--- src/rtl/seg7_pkg.sv ---
// seg7_pkg: shared constants and types for the seven-segment scan decoder.
// Optional feature macro: SEG7_BLANK_EN (all-off pattern decodes as blank).
package seg7_pkg;

  localparam logic [6:0] SEG_0     = 7'b0000001;
  localparam logic [6:0] SEG_1     = 7'b1001111;
  localparam logic [6:0] SEG_2     = 7'b0010010;
  localparam logic [6:0] SEG_3     = 7'b0000110;
  localparam logic [6:0] SEG_4     = 7'b1001100;
  localparam logic [6:0] SEG_5     = 7'b0100100;
  localparam logic [6:0] SEG_6     = 7'b0100000;
  localparam logic [6:0] SEG_7     = 7'b0001111;
  localparam logic [6:0] SEG_8     = 7'b0000000;
  localparam logic [6:0] SEG_9     = 7'b0000100;
  localparam logic [6:0] SEG_BLANK = 7'b1111111;

  localparam logic [3:0] BCD_INVALID = 4'hE;
  localparam logic [3:0] BCD_BLANK   = 4'hF;

  typedef enum logic [1:0] {
    IDLE,
    SETTLE,
    HELD
  } settle_t;

endpackage

--- src/rtl/seg7_pattern_decode.sv ---
// seg7_pattern_decode: active-low 7-segment pattern to BCD plus error flag.
// Macro SEG7_BLANK_EN: all-off pattern yields BCD_BLANK without error.
module seg7_pattern_decode
  import seg7_pkg::*;
(
  input  logic [6:0] seg,
  output logic [3:0] bcd,
  output logic       err
);

  // Table lookup; anything unrecognised is flagged invalid.
  always_comb begin
    bcd = BCD_INVALID;
    err = 1'b1;
    unique case (1'b1)
      (seg == SEG_0): begin bcd = 4'd0; err = 1'b0; end
      (seg == SEG_1): begin bcd = 4'd1; err = 1'b0; end
      (seg == SEG_2): begin bcd = 4'd2; err = 1'b0; end
      (seg == SEG_3): begin bcd = 4'd3; err = 1'b0; end
      (seg == SEG_4): begin bcd = 4'd4; err = 1'b0; end
      (seg == SEG_5): begin bcd = 4'd5; err = 1'b0; end
      (seg == SEG_6): begin bcd = 4'd6; err = 1'b0; end
      (seg == SEG_7): begin bcd = 4'd7; err = 1'b0; end
      (seg == SEG_8): begin bcd = 4'd8; err = 1'b0; end
      (seg == SEG_9): begin bcd = 4'd9; err = 1'b0; end
`ifdef SEG7_BLANK_EN
      (seg == SEG_BLANK): begin
        bcd = BCD_BLANK;
        err = 1'b0;
      end
`endif
      default: ;
    endcase
  end

endmodule

--- src/rtl/seg7_scan_decoder.sv ---
// seg7_scan_decoder: settles scanned digit strobes and assembles BCD frames.
// Macro SEG7_BLANK_EN (via seg7_pattern_decode): blank digits are valid.
module seg7_scan_decoder
  import seg7_pkg::*;
#(
  parameter int NUM_DIGITS    = 4,
  parameter int STABLE_CYCLES = 4
) (
  input  logic                    clk,
  input  logic                    rst_n,
  input  logic [6:0]              seg_in,
  input  logic [NUM_DIGITS-1:0]   an_in,
  output logic [4*NUM_DIGITS-1:0] bcd_out,
  output logic [NUM_DIGITS-1:0]   err_out,
  output logic                    frame_valid,
  input  logic                    frame_ready,
  output logic                    frame_drop
);

  localparam int CW = $clog2(STABLE_CYCLES + 1);
  localparam logic [CW-1:0] CNT_ONE = CW'(1);
  localparam logic [CW-1:0] CNT_CAP = CW'(STABLE_CYCLES - 1);
  localparam logic [CW-1:0] CNT_SAT = CW'(STABLE_CYCLES);

  logic [6:0]              seg_q, seg_p;
  logic [NUM_DIGITS-1:0]   an_q, an_p;
  logic [NUM_DIGITS-1:0]   sel;
  logic                    an_ok, same;
  settle_t                 state, state_nx;
  logic [CW-1:0]           cnt, cnt_nx;
  logic                    cap;
  logic [3:0]              dec_bcd;
  logic                    dec_err;
  logic [4*NUM_DIGITS-1:0] frame_bcd;
  logic [NUM_DIGITS-1:0]   frame_err;
  logic [NUM_DIGITS-1:0]   captured;
  logic                    complete, load;

  assign sel      = ~an_q;
  assign an_ok    = $onehot(sel);
  assign same     = (seg_q == seg_p) && (an_q == an_p);
  assign complete = &captured;
  assign load     = complete && (!frame_valid || frame_ready);

  seg7_pattern_decode u_dec (
    .seg (seg_q),
    .bcd (dec_bcd),
    .err (dec_err)
  );

  // Input sample stage plus one-deep history for stability compare.
  always_ff @(posedge clk or negedge rst_n) begin
    if (!rst_n) begin
      seg_q <= '1;
      an_q  <= '1;
      seg_p <= '1;
      an_p  <= '1;
    end else begin
      seg_q <= seg_in;
      an_q  <= an_in;
      seg_p <= seg_q;
      an_p  <= an_q;
    end
  end

  // Settle FSM state and saturating dwell counter.
  always_ff @(posedge clk or negedge rst_n) begin
    if (!rst_n) begin
      state <= IDLE;
      cnt   <= '0;
    end else begin
      state <= state_nx;
      cnt   <= cnt_nx;
    end
  end

  // Settle FSM next state; capture fires once per stable dwell.
  always_comb begin
    state_nx = state;
    cnt_nx   = cnt;
    cap      = 1'b0;
    if (!an_ok) begin
      state_nx = IDLE;
      cnt_nx   = '0;
    end else begin
      unique case (state)
        IDLE: begin
          state_nx = SETTLE;
          cnt_nx   = CNT_ONE;
        end
        SETTLE: begin
          if (!same) begin
            cnt_nx = CNT_ONE;
          end else if (cnt == CNT_CAP) begin
            cap      = 1'b1;
            cnt_nx   = CNT_SAT;
            state_nx = HELD;
          end else begin
            cnt_nx = cnt + CNT_ONE;
          end
        end
        HELD: begin
          if (!same) begin
            state_nx = SETTLE;
            cnt_nx   = CNT_ONE;
          end
        end
        default: begin
          state_nx = IDLE;
          cnt_nx   = '0;
        end
      endcase
    end
  end

  // Frame buffer: slot write on capture, captured set cleared on completion.
  always_ff @(posedge clk or negedge rst_n) begin
    if (!rst_n) begin
      frame_bcd <= '0;
      frame_err <= '0;
      captured  <= '0;
    end else begin
      for (int i = 0; i < NUM_DIGITS; i++) begin
        if (cap && sel[i]) begin
          frame_bcd[4*i +: 4] <= dec_bcd;
          frame_err[i]        <= dec_err;
        end
      end
      captured <= (complete ? '0 : captured) | (cap ? sel : '0);
    end
  end

  // Output handshake: load on completion if free, else drop the frame.
  always_ff @(posedge clk or negedge rst_n) begin
    if (!rst_n) begin
      bcd_out     <= '0;
      err_out     <= '0;
      frame_valid <= 1'b0;
      frame_drop  <= 1'b0;
    end else begin
      frame_drop <= complete && !load;
      if (load) begin
        bcd_out     <= frame_bcd;
        err_out     <= frame_err;
        frame_valid <= 1'b1;
      end else if (frame_valid && frame_ready) begin
        frame_valid <= 1'b0;
      end
    end
  end

endmodule

--- config.mk ---
export PLATFORM = sky130hd
export DESIGN_NAME = seg7_scan_decoder
export DESIGN_NICKNAME = d
export VERILOG_FILES = /design/src/rtl/seg7_pkg.sv /design/src/rtl/seg7_pattern_decode.sv /design/src/rtl/seg7_scan_decoder.sv
export SDC_FILE = /design/constraint.sdc
export NUM_CORES = 1
export LEC_CHECK = 0
export CAP_MARGIN = 20
export CORE_MARGIN = 2
export CORE_UTILIZATION = 30
export DETAILED_ROUTE_END_ITERATION = 16
export DONT_BUFFER_PORTS = 1
export PLACE_DENSITY_LB_ADDON = 0.25
export REMOVE_ABC_BUFFERS = 1
export SLEW_MARGIN = 20
export SYNTH_ARGS = -nofsm -noshare
export SYNTH_HDL_FRONTEND = slang
export SYNTH_HIERARCHICAL = 1
export SYNTH_SLANG_ARGS = --single-unit
--- constraint.sdc ---
create_clock -name clk -period 3.24 [get_ports clk]
set_input_delay 0.324 -clock clk [delete_from_list [all_inputs] [get_ports clk]]
set_output_delay 0.324 -clock clk [all_outputs]
set_load 0.01 [all_outputs]
==> results of run 1 <==
stage by stage:
step / worst slack, ns / util / cell area, µm² / hold WS (ns) / instances
finish: 0.240 / 0.351 / 3590 / 0.204 / 384
global placement: 0.250 / 0.320 / 3270 / 0.0311 / 355
detailed placement: 0.251 / 0.320 / 3270 / 0.0311 / 355
floorplan: 0.495 / - / 3080 / 0.0284 / 217
CTS: 0.220 / 0.351 / 3590 / 0.185 / 384
global route: 0.0595 / 0.351 / 3590 / 0.203 / 384
layer usage:
metal | vias to the layer above | track usage | wire (µm)
met1 | 890 | 0.154 | 2800
met5 | - | 0 | 0
li1 | 841 | - | -
met2 | 38 | 0.174 | 2700
met3 | 10 | 0.0497 | 297
met4 | 0 | 0.0367 | 97
logic make-up (layout without fill, tap and decap cells):
kind of cell,after synthesis,in the layout,share of synthesized area
multiplexers,41,41,0.147
buffers and inverters,17,40,0.0271
AND/OR/NAND/NOR,55,55,0.130
XOR/XNOR,11,11,0.0307
flip-flops,73,73,0.591
AO/OA/AOI/OAI,23,23,0.0511
adder cells (fa/ha/maj),5,5,0.0223
final cells by class:
type,instances,area (µm²)
repair buffers,15,163
multi-input cells,135,1200
clock inverters,5,31.3
clock buffers,11,141
flip-flops and latches,73,1850
inverters,9,33.8
well taps,136,170
fillers,1013,6640
final timing paths:
| kind | endpoint | start | cells after the start |
|---|---|---|---|
| max in group asynchronous | seg_p[4] | rst_n | 2 |
| worst max-delay path | frame_bcd[3] | an_q[1] | 8 |
| worst min-delay path | frame_drop | frame_ready | 2 |
| worst min register to register | an_p[3] | an_q[3] | 0 |
| worst max register to register | frame_bcd[3] | an_q[1] | 8 |
| min in group asynchronous | frame_valid | rst_n | 2 |
sequential cells by signal (all words and copies together), names as in the netlist:
| register | count |
|---|---|
| seg_q | 7 |
| frame_err | 4 |
| an_q | 4 |
| seg_p | 7 |
| captured | 4 |
| bcd_out | 16 |
| an_p | 4 |
| frame_bcd | 16 |
| cnt | 3 |
| frame_drop | 1 |
| frame_valid | 1 |
| state | 2 |
| err_out | 4 |
report_power, final:
part | leakage [nW] | internal [mW] | switching, mW
registers | 0.942 | 0.941 | 0.0274
logic | 0.626 | 0.0442 | 0.0642
clock network | 0.0891 | 0.296 | 0.331
synthesized netlist by cell type, drive strengths merged:
library cell and number:
dfrtp 51, mux2 40, dfstp 22, nand2 13
nor3 12, xor2 11, inv 9, buf 7
nand4 7, nor2 6, o21ai 6, ha 4
a21oi 3, nor2b 3, nor4 3, a21boi 2
a21o 2, a31oi 2, a41oi 2, nand3b 2
o221a 2, a211oi 1, and4 1, clkbuf 1
fa 1, mux2i 1, nand2b 1, nand3 1
nand4b 1, nor3b 1, nor4b 1, nor4bb 1
o21a 1, o2bb2ai 1, o32ai 1, or3 1
or3b 1
repair_timing:
item / 4_1_cts / 5_1_grt
gates resized for setup: 0 / 0
hold endpoints to repair: 84 / 0
setup buffers: 0 / 0
hold buffers: 13 / 0
==> summary.md, run 1 <==
| Metric | Value |
|---|---|
| Avg Cell Area, Syn | 13.9 µm² |
| Final period utilization | 0.926 |
| WL final | 5.90 mm |
| Vias in the first global route | 1877 |
| Largest net degree at the start of global routing | 74 |
| Data required time of the worst path | 3.47 ns |
| Initial antenna violation count | 0 |
| Post-route DRC | 0 |
| Initial DRC count | 52 |
| First-pass detailed-route iteration total | 4 |
| Htree depth | 3 |
| Status | completed |
| Synth area leaders | dfrtp_1 41%, dfstp_2 18%, mux2_2 9.0% |
| Layout area overhead | 14.6% |
| Vias | 1779 |
| Yosys reg bits | 73 |
| Layout cells sized above 1 | 0.310 |
| Total power | 1.70 mW |
| CP dominant cell by count | ha_1 |
| Clock Tree Root | clkbuf_8 |
| Worst-Margin Slew | 0.801 ns |
| Share of the synthesized area in the top cell type | 0.407 |
| Antenna cell count | 0 |
| VDD IR-drop max | 0.267 mV |
| RSZ-0062 raised after global routing | no |
| Worst R2R Setup Slack | 0.24 ns |
| Yosys top cell by area | dfrtp_1 |
| TritonCTS clock tree | yes |
| Fin. max-slew vios | 0 |
| Max_cap viols | 0 |
| TritonCTS Buffers | 9 |
| Crit-path max FO | 8 |
| Final setup vio count | 0 |
| Worst Clk Skew | 0.00507 ns |
| Most frequent cells in the layout | 51 x dfrtp_1, 25 x mux2_2, 22 x dfstp_2 |
| Maximum clock frequency | 333 MHz |
| CP Cell Sequence | fa_1 > inv_1 > ha_1 > ha_1 > or3b_1 > nor3_1 > nand4_4 > mux2_2 |
| Die area | 0.0113 mm² |
| Syn Inst Count | 225 |
| Slowest CP cell | dfstp_2 |
| Critical path's largest stage delay | 0.59 ns |
| Clk slew on worst S/H paths | about 0.080 ns |
| Ports | 36 |
| Critical Path Start Type | register |
| Yosys cell types | 45 |
| CTS sink count | 73 |
| Die extent in y | 106 µm |
| WP data arrival | approximately 3.2 ns |
| Wire length per cell | 15.4 µm |
| Row count | 37 |
| Seq/Total Area, Yosys | 0.591 |
| PwrDens | roughly 470 mW/mm² |
| Commonest non-fill, non-tap cell in the layout | dfrtp_1 |
| IO buf count | 0 |
| Dpl hpwl | 3.80 mm |
| Worst setup EP type | register |
| Total grt overflow | 0 |
| Post-route ant nets | 0 |
| Initial Utilization | 0.306 |
| Yosys warning count | 6 |
| Total Nets Final | 262 |
| Gpl congestion | 0.768 |
| Mapped Area | between 0.003 and 0.004 mm² |
| Setup TNS | 0 ns |
| Final hold violation count | 0 |
| Global-route wire length before repair | ~10 mm |
| Via density | 4.63 |
| Crit path max-delay family | simple AND/OR/NAND/NOR gates |
| Worst-skew pair later-pin latency | 0.34 ns |
| Clk buf depth | 2 |
| Leakage | 1.66 nW |
| Tmin final | 3.00 ns |
| GRT Total Usage | 0.117 |
| Die W | roughly 110 µm |
| Hold WC Path Type | input port to register |
| Slew headroom | 0.462 |
| Placeable Area | 0.0102 mm² |
| CP bufs+invs | 1 |
| Crit path kind | register to register |
Note: power is estimated with default switching activity, not from simulation.
==> run 2: changes to the inputs <==
--- a/config.mk
+++ b/config.mk
@@ -11,7 +11,9 @@
 export DETAILED_ROUTE_END_ITERATION = 16
 export DONT_BUFFER_PORTS = 1
 export PLACE_DENSITY_LB_ADDON = 0.25
+export RECOVER_POWER = 100
 export REMOVE_ABC_BUFFERS = 1
+export SETUP_SLACK_MARGIN = 0.2
 export SLEW_MARGIN = 20
 export SYNTH_ARGS = -nofsm -noshare
 export SYNTH_HDL_FRONTEND = slang
==> constraint.sdc (replaced) <==
create_clock -name clk -period 2.7 [get_ports clk]
set_input_delay 0.27 -clock clk [delete_from_list [all_inputs] [get_ports clk]]
set_output_delay 0.27 -clock clk [all_outputs]
set_load 0.01 [all_outputs]
==> run 2 against run 1 <==
Against the previous run: the flow now finishes with violations (max-capacitance violations, max-slew violations); clock skew increased by 0.0088 ns; sequential share of layout area decreased by 1.8 points; sequential power increased by 20%; first-iteration DRC count increased by 65%; critical path depth increased by 1; utilization increased by 1.2 points; count of clock-buffer cells in the layout increased by 1; largest cell class unchanged; largest power group unchanged; highest routed layer unchanged.
==> summary.md, run 2 (same netlist as run 1, synthesis figures left out) <==
| Metric | Value |
|---|---|
| Final setup vio count | 0 |
| Initial DRC count | 86 |
| Data required time of the worst path | 2.93 ns |
| Worst-skew pair later-pin latency | 0.35 ns |
| Worst Clk Skew | roughly 0.014 ns |
| WL final | 5.81 mm |
| Comb power frac | 0.072 |
| Total Nets Final | 275 |
| Antenna cell count | 0 |
| Ports | 36 |
| WP data arrival | 2.93 ns |
| Vias | around 1.9k |
| Commonest non-fill, non-tap cell in the layout | dfrtp_1 |
| Psw | 514 µW |
| Most frequent cells in the layout | 51 x dfrtp_1, 24 x mux2_2, 19 x dfstp_2 |
| Top flop regs | bcd_out x16, frame_bcd x16 |
| Clock power frac | 0.374 |
| Design Area, Final | approximately 0.0037 mm² |
| Clk buf depth | 2 |
| First-pass detailed-route iteration total | 4 |
| Worst setup margin | between 0.008 and 0.009 ns |
| Crit path kind | register to register |
| Placeable Area | approximately 0.010 mm² |
| Critical Path Start Type | register |
| Dpl hpwl | between 3 and 4 mm |
| Critical path's largest stage delay | between 0.5 and 0.6 ns |
| TritonCTS Buffers | 9 |
| Layout cells sized above 1 | 0.356 |
| Slew headroom | -0.174 |
| GRT Total Usage | 0.116 |
| Worst setup EP type | register |
| Hold WC Path Type | input port to register |
| Final period utilization | 0.997 |
| CP Cell Sequence | fa_1 > inv_2 > ha_4 > ha_4 > or3b_4 > nor3_2 > buf_4 > nand4_4 > mux2_4 |
| Fill cells | 991 |
| Post-route ant nets | 0 |
| Wire length per cell | between 10 and 15 µm |
| CP bufs+invs | 2 |
| Slowest CP cell | dfstp_2 |
| Maximum clock frequency | between 300 and 400 MHz |
| VDD IR-drop max | 0.263 mV |
| CP dominant cell by count | ha_4 |
| Tmin final | 2.69 ns |
| Violated checks | max-capacitance violations, max-slew violations |
| CTS sink count | 73 |
| Initial antenna violation count | 0 |
| Final hold violation count | 0 |
| PwrDens | 563 mW/mm² |
| Global-route wire length before repair | 9.96 mm |
| Die extent in y | roughly 110 µm |
| Int Pwr | 1.58 mW |
| Post-route DRC | 0 |
| Crit path max-delay family | adder cells |
| Max_cap viols | 1 |
| Fin. max-slew vios | between 70 and 80 |
| Largest net degree at the start of global routing | 74 |
| Leakage | 1.72 nW |
| Total grt overflow | 0 |
| RSZ-0062 raised after global routing | yes |
| Vias in the first global route | 1898 |
| Sw Ratio | 0.246 |
| Initial Utilization | 0.306 |
| Status | finished with violations |
| Core Util, Final | 0.363 |
| Sequential share of power | 0.554 |
| Gpl congestion | 0.796 |
| Die W | 106 µm |
| Crit-path max FO | 6 |
| Clk slew on worst S/H paths | 0.08 ns |
| DP Worst Slack | -0.136 ns |
| TritonCTS clock tree | yes |
| Row count | 37 |
| Clock Tree Root | clkbuf_8 |
| Worst hold margin | 0.112 ns |
| Die area | 0.0113 mm² |
| Htree depth | 3 |
| Dpl cell area | 0.00335 mm² |
| IO buf count | 0 |
| Worst-Margin Slew | between 1.5 and 2 ns |
| Via density | 4.76 |
| Layout area overhead | 18.6% |
run 2: cell count changes in the layout (fill, tap and decap cells not counted), sizes merged:
cell / change
clkinv: -2
inv: +1
buf: +12
clkbuf: +2
run 2: repair_timing:
| item | 4_1_cts | 5_1_grt |
|---|---|---|
| endpoints found under the setup margin | 24 | 24 |
| hold endpoints to repair | 84 | 0 |
| gates resized for setup | 6 | 2 |
| buffers inserted | 1 | 2 |
| pin swaps | 2 | 4 |
| hold buffers | 13 | 0 |
run 2: area by class of cell:
cell class | count | area [µm²] | area share
clock inverters | 4 | 27.5 | 0.00740
multi-input cells | 135 | 1240 | 0.333
inverters | 9 | 33.8 | 0.00908
repair buffers | 28 | 238 | 0.0639
clock buffers | 12 | 155 | 0.0417
well taps | 136 | 170 | 0.0458
flip-flops and latches | 73 | 1850 | 0.499
run 2: layer usage:
layer	wire length [µm]	vias to the layer above	share of wire	global-route usage
met5	0	-	0	0
met4	103	0	0.018	0.0395
met3	363	11	0.063	0.0521
met2	2680	51	0.46	0.169
met1	2660	961	0.46	0.152
li1	-	868	-	-
run 2: worst paths after layout:
| check | to | cells past startpoint | slack, ns | from |
|---|---|---|---|---|
| setup reg to reg | frame_bcd[3] | 9 | 0.008 | an_q[3] |
| min in group asynchronous | frame_drop | 2 | 0.91 | rst_n |
| hold / removal | frame_drop | 2 | 0.11 | frame_ready |
| hold reg to reg | an_p[2] | 0 | 0.43 | an_q[2] |
| max in group asynchronous | bcd_out[6] | 2 | 0.73 | rst_n |
| setup / recovery | frame_bcd[3] | 9 | 0.008 | an_q[3] |
run 2: through the flow:
stage | power (mW) | instances | setup TNS (ns)
6_report | 2.09 | 397 | 0
5_1_grt | 2.20 | 397 | -0.765
4_1_cts | 2.14 | 395 | -0.413
3_3_place_gp | 1.28 | 365 | -0.772
3_5_place_dp | 1.28 | 365 | -1.72
2_1_floorplan | 1.25 | 217 | -0.796
run 2: power groups by stage:
stage                     Combinational, mW  Clock [mW]  Sequential, mW
after floorplan                      0.0745           0            1.17
after global placement                0.101           0            1.18
after detailed placement              0.103           0            1.18
after CTS                             0.154       0.822            1.16
after global routing                  0.170       0.871            1.16
final                                 0.151       0.783            1.16
==> run 3: changes to the inputs <==
==> constraint.sdc (replaced) <==
create_clock -name clk -period 2.55 [get_ports clk]
set_input_delay 0.255 -clock clk [delete_from_list [all_inputs] [get_ports clk]]
set_output_delay 0.255 -clock clk [all_outputs]
set_load 0.01 [all_outputs]
==> run 3 against run 2 <==
Against the previous run: the run ends with max-capacitance violations, max-slew violations, negative setup slack left; cell area rose by 1.3%; global-route usage down 0.19 points; setup slack lost 0.22 ns; power is 19% higher; cell count shrank 0.50%; fmax shrank 2.7%; register-to-register slack got worse by 0.22 ns; first-iteration DRC count down 40%; sequential share of layout area decreased by 0.65 points; count of clock-buffer cells in the layout fell by 3; die area stayed put; clock skew decreased by 0.00087 ns; critical path type unchanged; critical endpoint is now frame_bcd[4]; largest power group unchanged.
==> summary.md, run 3 (same netlist as run 1, synthesis figures left out) <==
| Metric | Value |
|---|---|
| Met1 GRT Util | 0.150 |
| Clk slew on worst S/H paths | about 0.090 ns |
| Layout cells sized above 1 | 0.355 |
| Total grt overflow | 0 |
| Row count | 37 |
| Worst-Margin Slew | between 1.5 and 2 ns |
| Worst setup EP type | register |
| M2 GR Usage | 0.174 |
| Final hold violation count | 0 |
| Multi-input logic area | ~0.0012 mm² |
| Dpl hpwl | 3.88 mm |
| IO buf count | 0 |
| Slowest CP cell | dfstp_2 |
| Clk buf depth | 2 |
| Htree depth | 3 |
| Total power | 2.50 mW |
| Final setup vio count | 21 |
| Initial antenna violation count | 0 |
| Crit-path max FO | 6 |
| Die W | approximately 110 µm |
| RSZ-0062 raised after global routing | yes |
| Leakage | around 1.7 nW |
| Worst setup margin | -0.215 ns |
| Crit path max-delay family | simple AND/OR/NAND/NOR gates |
| CP bufs+invs | 2 |
| CP Cell Sequence | fa_1 > inv_1 > ha_2 > ha_4 > or3b_4 > nor3_4 > buf_6 > nand4_4 > mux2_4 |
| Initial DRC count | 52 |
| Fill cells | slightly below 1k |
| Largest net degree at the start of global routing | 74 |
| Top flop regs | bcd_out x16, frame_bcd x16 |
| Via density | 4.71 |
| Status | finished with violations |
| Clock Tree Root | clkbuf_8 |
| Max_cap viols | 1 |
| FF/Latch Area | 0.00185 mm² |
| Post-route ant nets | 0 |
| First-pass detailed-route iteration total | 4 |
| Tmin final | 2.77 ns |
| PwrDens | roughly 660 mW/mm² |
| Ports | 36 |
| TritonCTS clock tree | yes |
| Violated checks | max-capacitance violations, max-slew violations, negative setup slack |
| Die area | between 0.01 and 0.015 mm² |
| Crit path depth | 9 |
| Slew headroom | -0.176 |
| GRT Total Usage | 0.114 |
| Final period utilization | 1.08 |
| Worst Clk Skew | 0.0129 ns |
| WL final | around 6 mm |
| Critical path's largest stage delay | between 0.5 and 0.6 ns |
| Reg2Reg Depth | 9 |
| Placeable Area | 0.0102 mm² |
| Worst-skew pair later-pin latency | 0.35 ns |
| Gpl congestion | 0.803 |
| Maximum clock frequency | about 360 MHz |
| Crit path kind | register to register |
| Commonest non-fill, non-tap cell in the layout | dfrtp_1 |
| Initial Utilization | 0.306 |
| M3 GR Usage | 0.0374 |
| TritonCTS Buffers | 9 |
| Fin. max-slew vios | 74 |
| VDD IR-drop max | 0.334 mV |
| Hold WC Path Type | input port to register |
| Global-route wire length before repair | between 9 and 10 mm |
| Die extent in y | 106 µm |
| Antenna cell count | 0 |
| GR peak layer | met2 |
| CTS sink count | 73 |
| Critical Path Start Type | register |
| Worst hold stages | 2 |
| Wire length per cell | 14.9 µm |
| Vias in the first global route | ~1.9k |
| WP data arrival | 3.00 ns |
| DP Worst Slack | -0.299 ns |
| Data required time of the worst path | around 2.8 ns |
| Most frequent cells in the layout | 51 x dfrtp_1, 24 x mux2_2, 20 x dfstp_2 |
| Layout area overhead | 20.2% |
| Vias | 1862 |
| Post-route DRC | 0 |
| Total Nets Final | between 200 and 300 |
## run 3: path summary, 6_finish.rpt
check | start | to | slack [ns]
max | an_q[3] | frame_bcd[4] | -0.22
min | frame_ready | frame_drop | 0.09
max reg2reg | an_q[3] | frame_bcd[4] | -0.22
min reg2reg | an_q[2] | an_p[2] | 0.42
max in group asynchronous | rst_n | bcd_out[14] | 0.59
min in group asynchronous | rst_n | frame_valid | 0.91
## run 3: layer usage
| metal | vias up | routed length [µm] | share of wire |
|---|---|---|---|
| li1 | 866 | - | - |
| met1 | 953 | 2760 | 0.47 |
| met2 | 36 | 2780 | 0.47 |
| met3 | 7 | 262 | 0.045 |
| met4 | 0 | 78 | 0.013 |
| met5 | - | 0 | 0 |
## run 3: through the flow
stage | instance area [µm²] | std cells | hold WS (ns) | setup TNS [ns] | util
2_1_floorplan | 3080 | 217 | -0.0406 | -3.80 | -
3_3_place_gp | 3350 | 365 | -0.0389 | -4.16 | 0.327
3_5_place_dp | 3350 | 365 | -0.0391 | -4.74 | 0.327
4_1_cts | 3770 | 394 | 0.0722 | -3.97 | 0.368
5_1_grt | 3770 | 395 | 0.120 | -5.03 | 0.368
6_report | 3770 | 395 | 0.0942 | -3.28 | 0.368
## run 3: where the power goes
| part | internal (mW) | switching, mW | total, mW |
|---|---|---|---|
| registers | 1.19 | 0.0326 | 1.23 |
| logic | 0.0658 | 0.0877 | 0.153 |
| clock network | 0.660 | 0.457 | 1.12 |
## run 3: worst reg2reg max path, stage by stage, from the launching register on
cell	delay [ns]
dfstp_2	0.55
fa_1	0.41
inv_1	0.07
ha_2	0.18
ha_4	0.19
or3b_4	0.41
nor3_4	0.21
buf_6	0.12
nand4_4	0.19
mux2_4	0.34
## run 3: cell type report
class / instances / area share
inverters: 9 / 0.00897
repair buffers: 26 / 0.0601
multi-input cells: 135 / 0.327
well taps: 136 / 0.0452
flip-flops and latches: 73 / 0.492
clock inverters: 7 / 0.0332
clock buffers: 9 / 0.0329
## run 3: repair_timing
| action | 4_1_cts | 5_1_grt |
|---|---|---|
| hold endpoints to repair | 84 | 0 |
| endpoints found under the setup margin | 24 | 24 |
| gates resized for setup | 5 | 3 |
| hold buffers | 13 | 0 |
| pin swaps | 1 | 3 |
| buffers inserted | 0 | 1 |
